$ cat src/rtl/systolic_input_feeder.sv
// Skews activation vectors into a systolic array: lane r of each accepted beat leaves r+1 cycles later.
// Optional 16-bit accepted-beat counter on port beat_count, enabled by macro FEEDER_BEAT_COUNT_EN.
module systolic_input_feeder #(
    parameter int DATA_WIDTH = 16,
    parameter int ROWS       = 4
) (
    input  logic                       clk,
    input  logic                       reset,
    input  logic                       start,
    input  logic                       in_valid,
    output logic                       in_ready,
    input  logic [ROWS*DATA_WIDTH-1:0] in_data,
    input  logic                       in_last,
    output logic [ROWS*DATA_WIDTH-1:0] act_out,
    output logic [ROWS-1:0]            act_valid,
    output logic                       busy,
`ifdef FEEDER_BEAT_COUNT_EN
    output logic [15:0]                beat_count,
`endif
    output logic                       done
);

    // state  | meaning
    // IDLE   | waiting for start
    // STREAM | accepting beats until in_last
    // DRAIN  | ROWS cycles for the skew pipeline to empty
    // DONE   | one-cycle done pulse
    typedef enum logic [1:0] {IDLE, STREAM, DRAIN, DONE} state_t;

    localparam int CW = $clog2(ROWS);

    state_t        state_q, state_d;
    logic [CW-1:0] cnt_q, cnt_d;
    logic          accept;

    assign accept    = in_valid && (state_q == STREAM);
    assign in_ready  = (state_q == STREAM);
    assign busy      = (state_q != IDLE);
    assign done      = (state_q == DONE);

    always_ff @(posedge clk or posedge reset) begin
        if (reset) begin
            state_q <= IDLE;
            cnt_q   <= '0;
        end else begin
            state_q <= state_d;
            cnt_q   <= cnt_d;
        end
    end

    always_comb begin
        state_d = state_q;
        cnt_d   = cnt_q;
        case (state_q)
            IDLE:   if (start) state_d = STREAM;
            STREAM: if (accept && in_last) begin
                        state_d = DRAIN;
                        cnt_d   = CW'(ROWS - 1);
                    end
            DRAIN:  if (cnt_q == '0) state_d = DONE;
                    else             cnt_d   = cnt_q - CW'(1);
            DONE:   state_d = IDLE;
            default: state_d = IDLE;
        endcase
    end

    // Lane r is a chain of r+1 registers; non-accept cycles shift in zero bubbles.
    for (genvar r = 0; r < ROWS; r++) begin : g_lane
        logic [DATA_WIDTH-1:0] data_q [0:r];
        logic [r:0]            vld_q;

        always_ff @(posedge clk or posedge reset) begin
            if (reset) begin
                vld_q <= '0;
                for (int k = 0; k <= r; k++) data_q[k] <= '0;
            end else begin
                vld_q[0]  <= accept;
                data_q[0] <= accept ? in_data[r*DATA_WIDTH +: DATA_WIDTH] : '0;
                for (int k = 1; k <= r; k++) begin
                    vld_q[k]  <= vld_q[k-1];
                    data_q[k] <= data_q[k-1];
                end
            end
        end

        assign act_out[r*DATA_WIDTH +: DATA_WIDTH] = data_q[r];
        assign act_valid[r]                        = vld_q[r];
    end

`ifdef FEEDER_BEAT_COUNT_EN
    logic [15:0] beat_cnt_q;

    always_ff @(posedge clk or posedge reset) begin
        if (reset)                                  beat_cnt_q <= '0;
        else if (state_q == IDLE && start)          beat_cnt_q <= '0;
        else if (accept && beat_cnt_q != 16'hFFFF)  beat_cnt_q <= beat_cnt_q + 16'd1;
    end

    assign beat_count = beat_cnt_q;
`endif

endmodule

$ cat config.mk
export PLATFORM = sky130hd
export DESIGN_NAME = systolic_input_feeder
export DESIGN_NICKNAME = d
export VERILOG_FILES = /design/src/rtl/systolic_input_feeder.sv
export SDC_FILE = /design/constraint.sdc
export NUM_CORES = 1
export LEC_CHECK = 0
export BUFFER_PORTS_ARGS = -buffer_cell sky130_fd_sc_hd__buf_2
export CAP_MARGIN = 20
export CORE_AREA = 5 5 120 122
export DETAILED_ROUTE_END_ITERATION = 12
export DIE_AREA = 0 0 125 127
export PLACE_DENSITY = 0.72
export SLEW_MARGIN = 20
export SYNTH_ARGS = -nofsm -noshare
export SYNTH_HDL_FRONTEND = slang
export SYNTH_SLANG_ARGS = --single-unit
$ cat constraint.sdc
create_clock -name clk -period 8.09 [get_ports clk]
set_input_delay 0.809 -clock clk [delete_from_list [all_inputs] [get_ports clk]]
set_output_delay 0.809 -clock clk [all_outputs]
set_load 0.01 [all_outputs]
Word level (Yosys, flattened, before mapping)
Index checks and enable logic that the tools add are counted.
{"block": "op_classes", "add_sub_neg": 1, "multipliers": 0, "div": 0, "n_lt_le_gt_ge": 0, "eq_ne": 7, "shift": 0, "muxes": 11, "n_bitwise": 0, "reduce_logical": 8}
{"operator": "16-bit two-way mux", "count": 4}
{"operator": "2-bit two-way mux", "count": 5}
{"operator": "2-bit case mux with 4 select lines", "count": 1}
{"operator": "2-bit != test (second input constant)", "count": 3}
{"operator": "3-bit AND reduction", "count": 2}
{"operator": "2-bit equality test (second input constant)", "count": 2}
{"operator": "2-bit zero test", "count": 2}
{"operator": "2-bit case mux with 2 select lines", "count": 1}
{"operator": "2-bit nonzero test", "count": 2}
{"operator": "2-bit by 1-bit equality test with 1-bit output (second input constant)", "count": 1}
{"operator": "1-bit logical AND", "count": 2}
{"operator": "2-bit by 1-bit != test with 1-bit output (second input constant)", "count": 1}
{"operator": "2-bit by 1-bit subtractor with 2-bit output (second input constant)", "count": 1}
{"block": "word_totals", "reg_bits": 174, "latch_bits": 0, "ramBits": 0, "romBits": 0, "elab_cells": 43, "memories": 0}

Longest topological paths before layout
{"block": "depth", "ltp_word": 5, "mapped_depth": 5}

Worst setup path after synthesis
Ideal clock, no wire load.
{"block": "synth_timing", "path_kind": "input to register", "start": "input port in_valid", "end": "register state_q[1]", "setup_time_ns": 0.125, "arrival_ns": 1.435, "setup_slack_ns": 6.530, "cell_stages": 3, "path_cell_list": "a21bo_2 -> o221a_1 -> mux2_4"}
{"block": "synth_via", "elab_chain_cells": 4}
{"element": "start: declaration", "line": "10", "text": "input logic in_valid,"}
{"element": "1-bit logical AND", "line": "36", "text": "assign accept = in_valid && (state_q == STREAM);"}
{"element": "1-bit logical AND", "line": "56", "text": "STREAM: if (accept && in_last) begin"}
{"element": "2-bit by 1-bit != test with 1-bit output (no line)"}
{"element": "3-bit AND reduction (no line)"}
{"element": "end signal: assignment", "line": "46", "text": "state_q <= state_d;"}
{"element": "end: declaration", "line": "32", "text": "state_t state_q, state_d;"}
Every way passes these cells.
A chain may end at the register's enable or synchronous reset.

Final worst setup path
{"block": "layout_timing", "start": "register state_q[1]", "end": "output port in_ready"}
{"block": "layout_via", "elab_chain_cells": 1}
{"element": "2-bit by 1-bit equality test with 1-bit output", "line": "37", "text": "assign in_ready = (state_q == STREAM);"}
{"element": "end: declaration", "line": "11", "text": "output logic in_ready,"}
Every way passes these cells.

==> impl_results.rst <==
.. list-table::
   :header-rows: 1

   * - Metric
     - Value
   * - Outcome
     - finished clean
   * - Antenna diode count
     - 0
   * - Wire length of the first global-routing pass
     - roughly 15,000 um
   * - Worst ir drop on vdd
     - 0.130 mV
   * - Cell leakage power
     - 0.00369 uW
   * - Setup TNS
     - 0 ns
   * - Cell Area, Synth
     - 5260 sq um
   * - Count of flip-flops with a built-in enable after synthesis
     - 0
   * - Ports placed on the boundary
     - 140
   * - GR Util All Layers
     - roughly an eighth
   * - Die Height
     - around 130 um
   * - Post-CTS Resized
     - 0
   * - Ratio of cells with drive above 1 in the final layout
     - 40.6%
   * - Worst Slack Setup Final
     - roughly 5.2 ns
   * - Dominant synthesized flop cell
     - sky130_fd_sc_hd__dfrtp_1
   * - FMAX
     - 0.348 GHz
   * - Port Buf Inserts
     - 139
   * - Sequential cell area fraction in the yosys report
     - 79.9%
   * - Slew Viols, Final
     - 0
   * - Worst Path Max Fanout
     - 70
   * - Final worst path period share
     - approximately 36%
   * - Area delta synth->final
     - 20.0%
   * - Clock root buffer
     - sky130_fd_sc_hd__clkbuf_16
   * - Post-detailed-route DRC marker count
     - 0
   * - Die Footprint
     - 15,900 sq um
   * - Routed length per instance
     - approximately 14 um
   * - Max H-tree Level
     - 4
   * - Final total power
     - 2010 uW
   * - # setup viols final
     - 0
   * - Worst-Margin Slew
     - roughly 0.93 ns
   * - DRC violation total after the first TritonRoute iteration
     - between 100 and 150
   * - Synthesized flop and latch total
     - 168
   * - Clock Sinks
     - between 150 and 200
   * - CTS Hold Buffers Added
     - 0
   * - Hold path start
     - g_lane[3].data_q[16]
   * - Maximum count of clock buffers along a single path
     - 2
   * - Number of nets with antenna violations after detailed routing
     - 0
   * - Max Cap Viol
     - 0
   * - Syn avg cell area
     - 16.1 sq um
   * - Largest cells by area after synthesis
     - sky130_fd_sc_hd__dfrtp_1, sky130_fd_sc_hd__and3_1, sky130_fd_sc_hd__buf_4
   * - Final-layout worst hold slack
     - ~0.34 ns
   * - Pre-antenna DRT Iters
     - 4
   * - Clock skew after layout
     - 0.00669 ns
   * - Post-Synthesis Cells
     - 326
   * - Most used cells in the layout excluding fill and tap cells
     - sky130_fd_sc_hd__dfrtp_1, sky130_fd_sc_hd__buf_2, sky130_fd_sc_hd__and3_1, sky130_fd_sc_hd__clkbuf_16
   * - Fin area
     - 6320 sq um
   * - Clock-pin slew on the worst setup and hold paths
     - 0.07 ns
   * - Routability-driven placement congestion ratio
     - around 0.72
   * - Power per Cell Area
     - ~320 nW/um^2
   * - Unrepaired setup endpoints after global routing
     - no
   * - Area of the placeable core
     - 13,100 sq um
   * - Vias in the first global route
     - 2,850
   * - Wire length reported by the detailed router
     - a little under 9000 um
   * - Data required time of the critical path
     - 7.28 ns
   * - Via density per instance
     - roughly 4.2
   * - Floorplan row count
     - 42
   * - Relative slew slack
     - 38.2%
   * - Pin count of the biggest net entering global routing
     - 101
   * - Clock tree from TritonCTS
     - yes
   * - Post-synth net total
     - roughly 400
   * - Fin crit period
     - 2.87 ns
   * - Placed cell areas
     - 5770 sq um
   * - Kind of critical path
     - reg -> out
   * - Async set or reset register ratio after synthesis
     - 100%
   * - Global route total overflow
     - 0
   * - Cell type with the largest total area after synthesis
     - sky130_fd_sc_hd__dfrtp_1
   * - Reg-to-Reg Start
     - state_q[1]
   * - CP Capture Type
     - output pin
   * - Distinct cell type count of the synthesized netlist
     - 23
   * - Category of the worst setup path launch point
     - flip-flop
   * - Number of hold violations in the final report
     - 0
   * - Post-CTS Repair Setup Buffers
     - 0
   * - Chip width
     - ~130 um
   * - Hold Crit Class
     - reg -> reg
   * - Synth warn
     - 0
   * - Post-place setup slack
     - 5.63 ns
   * - Initial Utilization
     - 40.2%
   * - Initial antenna violation count
     - 0
   * - Cts bufs inserted
     - 17
   * - Launching element of the worst setup path
     - state_q[1]
   * - Final-stage net count
     - 497
   * - Filler instances
     - 1,107
   * - Insertion delay to the later sink of the worst-skew pair
     - about 0.42 ns
   * - HPWL after detailed placement
     - 5670 um
   * - Commonest non-fill, non-tap cell in the layout
     - sky130_fd_sc_hd__dfrtp_1
   * - Yosys top cell area share
     - 79.9%
   * - Via count of the routed design
     - 2,587
   * - Data arrival time at the worst-slack endpoint
     - a little over 2 ns
per-stage QoR:
step           std cells  util, %
6_report             610     48.3
5_1_grt              610     48.3
4_1_cts              610     48.3
3_5_place_dp         579     44.1
3_3_place_gp         579     44.1
2_1_floorplan        326        -
report_power, final:
| group | internal, uW | switching [uW] | leakage, uW |
|---|---|---|---|
| sequential | 962 | 38.6 | 0.00230 |
| combinational | 117 | 164 | 0.00115 |
| clock | 397 | 335 | 0.000249 |
Yosys cell counts, types with 2 or more instances:
master / n
sky130_fd_sc_hd__dfrtp_1: 168
sky130_fd_sc_hd__and3_1: 64
sky130_fd_sc_hd__buf_4: 49
sky130_fd_sc_hd__clkbuf_1: 12
sky130_fd_sc_hd__inv_1: 7
sky130_fd_sc_hd__ha_1: 6
sky130_fd_sc_hd__o21ai_0: 3
sky130_fd_sc_hd__nand3b_1: 2
critical path: stages, from the launching register on:
cell and delay [ns]:
sky130_fd_sc_hd__dfrtp_1 0.42, sky130_fd_sc_hd__inv_1 0.13, sky130_fd_sc_hd__ha_2 0.81, sky130_fd_sc_hd__buf_2 0.27
metal layers:
layer	wire, um	vias up	global-route usage [%]
li1	-	1208	-
met1	3570	1265	14.1
met2	4210	95	18.1
met3	670	19	5.18
met4	216	0	6.57
met5	0	-	0
final cells by class:
cell class              count  area [sq um]  share of cell area, %
flip-flops and latches    168          4200                   66.5
repair buffers            140           703                   11.1
multi-input cells          87           609                   9.64
clock inverters            14           121                   1.92
inverters                   8          35.0                  0.554
clock buffers              17           425                   6.73
well taps                 176           220                   3.49
cell families after synthesis:
family	Yosys count	synth area share, %
AOI/OAI and AO/OA	10	1.45
and+or+nand+nor	69	8.18
adders and majority gates	6	1.43
DFF	168	79.9
muxes	2	0.475
buffers and inverters	71	8.60
registers in the layout, summed over array words and instances (netlist names):
register       count
act_out           48
cnt_q              2
g_lane.data_q    112
g_lane.vld_q       4
state_q            2
path summary, 6_finish.rpt:
check                                  endpoint  slack, ns  depth (start not counted)
max in group asynchronous           act_out[61]       6.18                          3
max reg2reg                          state_q[1]       5.85                          5
min reg2reg                         act_out[48]       0.34                          0
max                                    in_ready       5.22                          3
min in group asynchronous  g_lane[2].data_q[40]       0.57                          2
min                                 act_out[48]       0.34                          0
(Power assumes the default switching activity.)
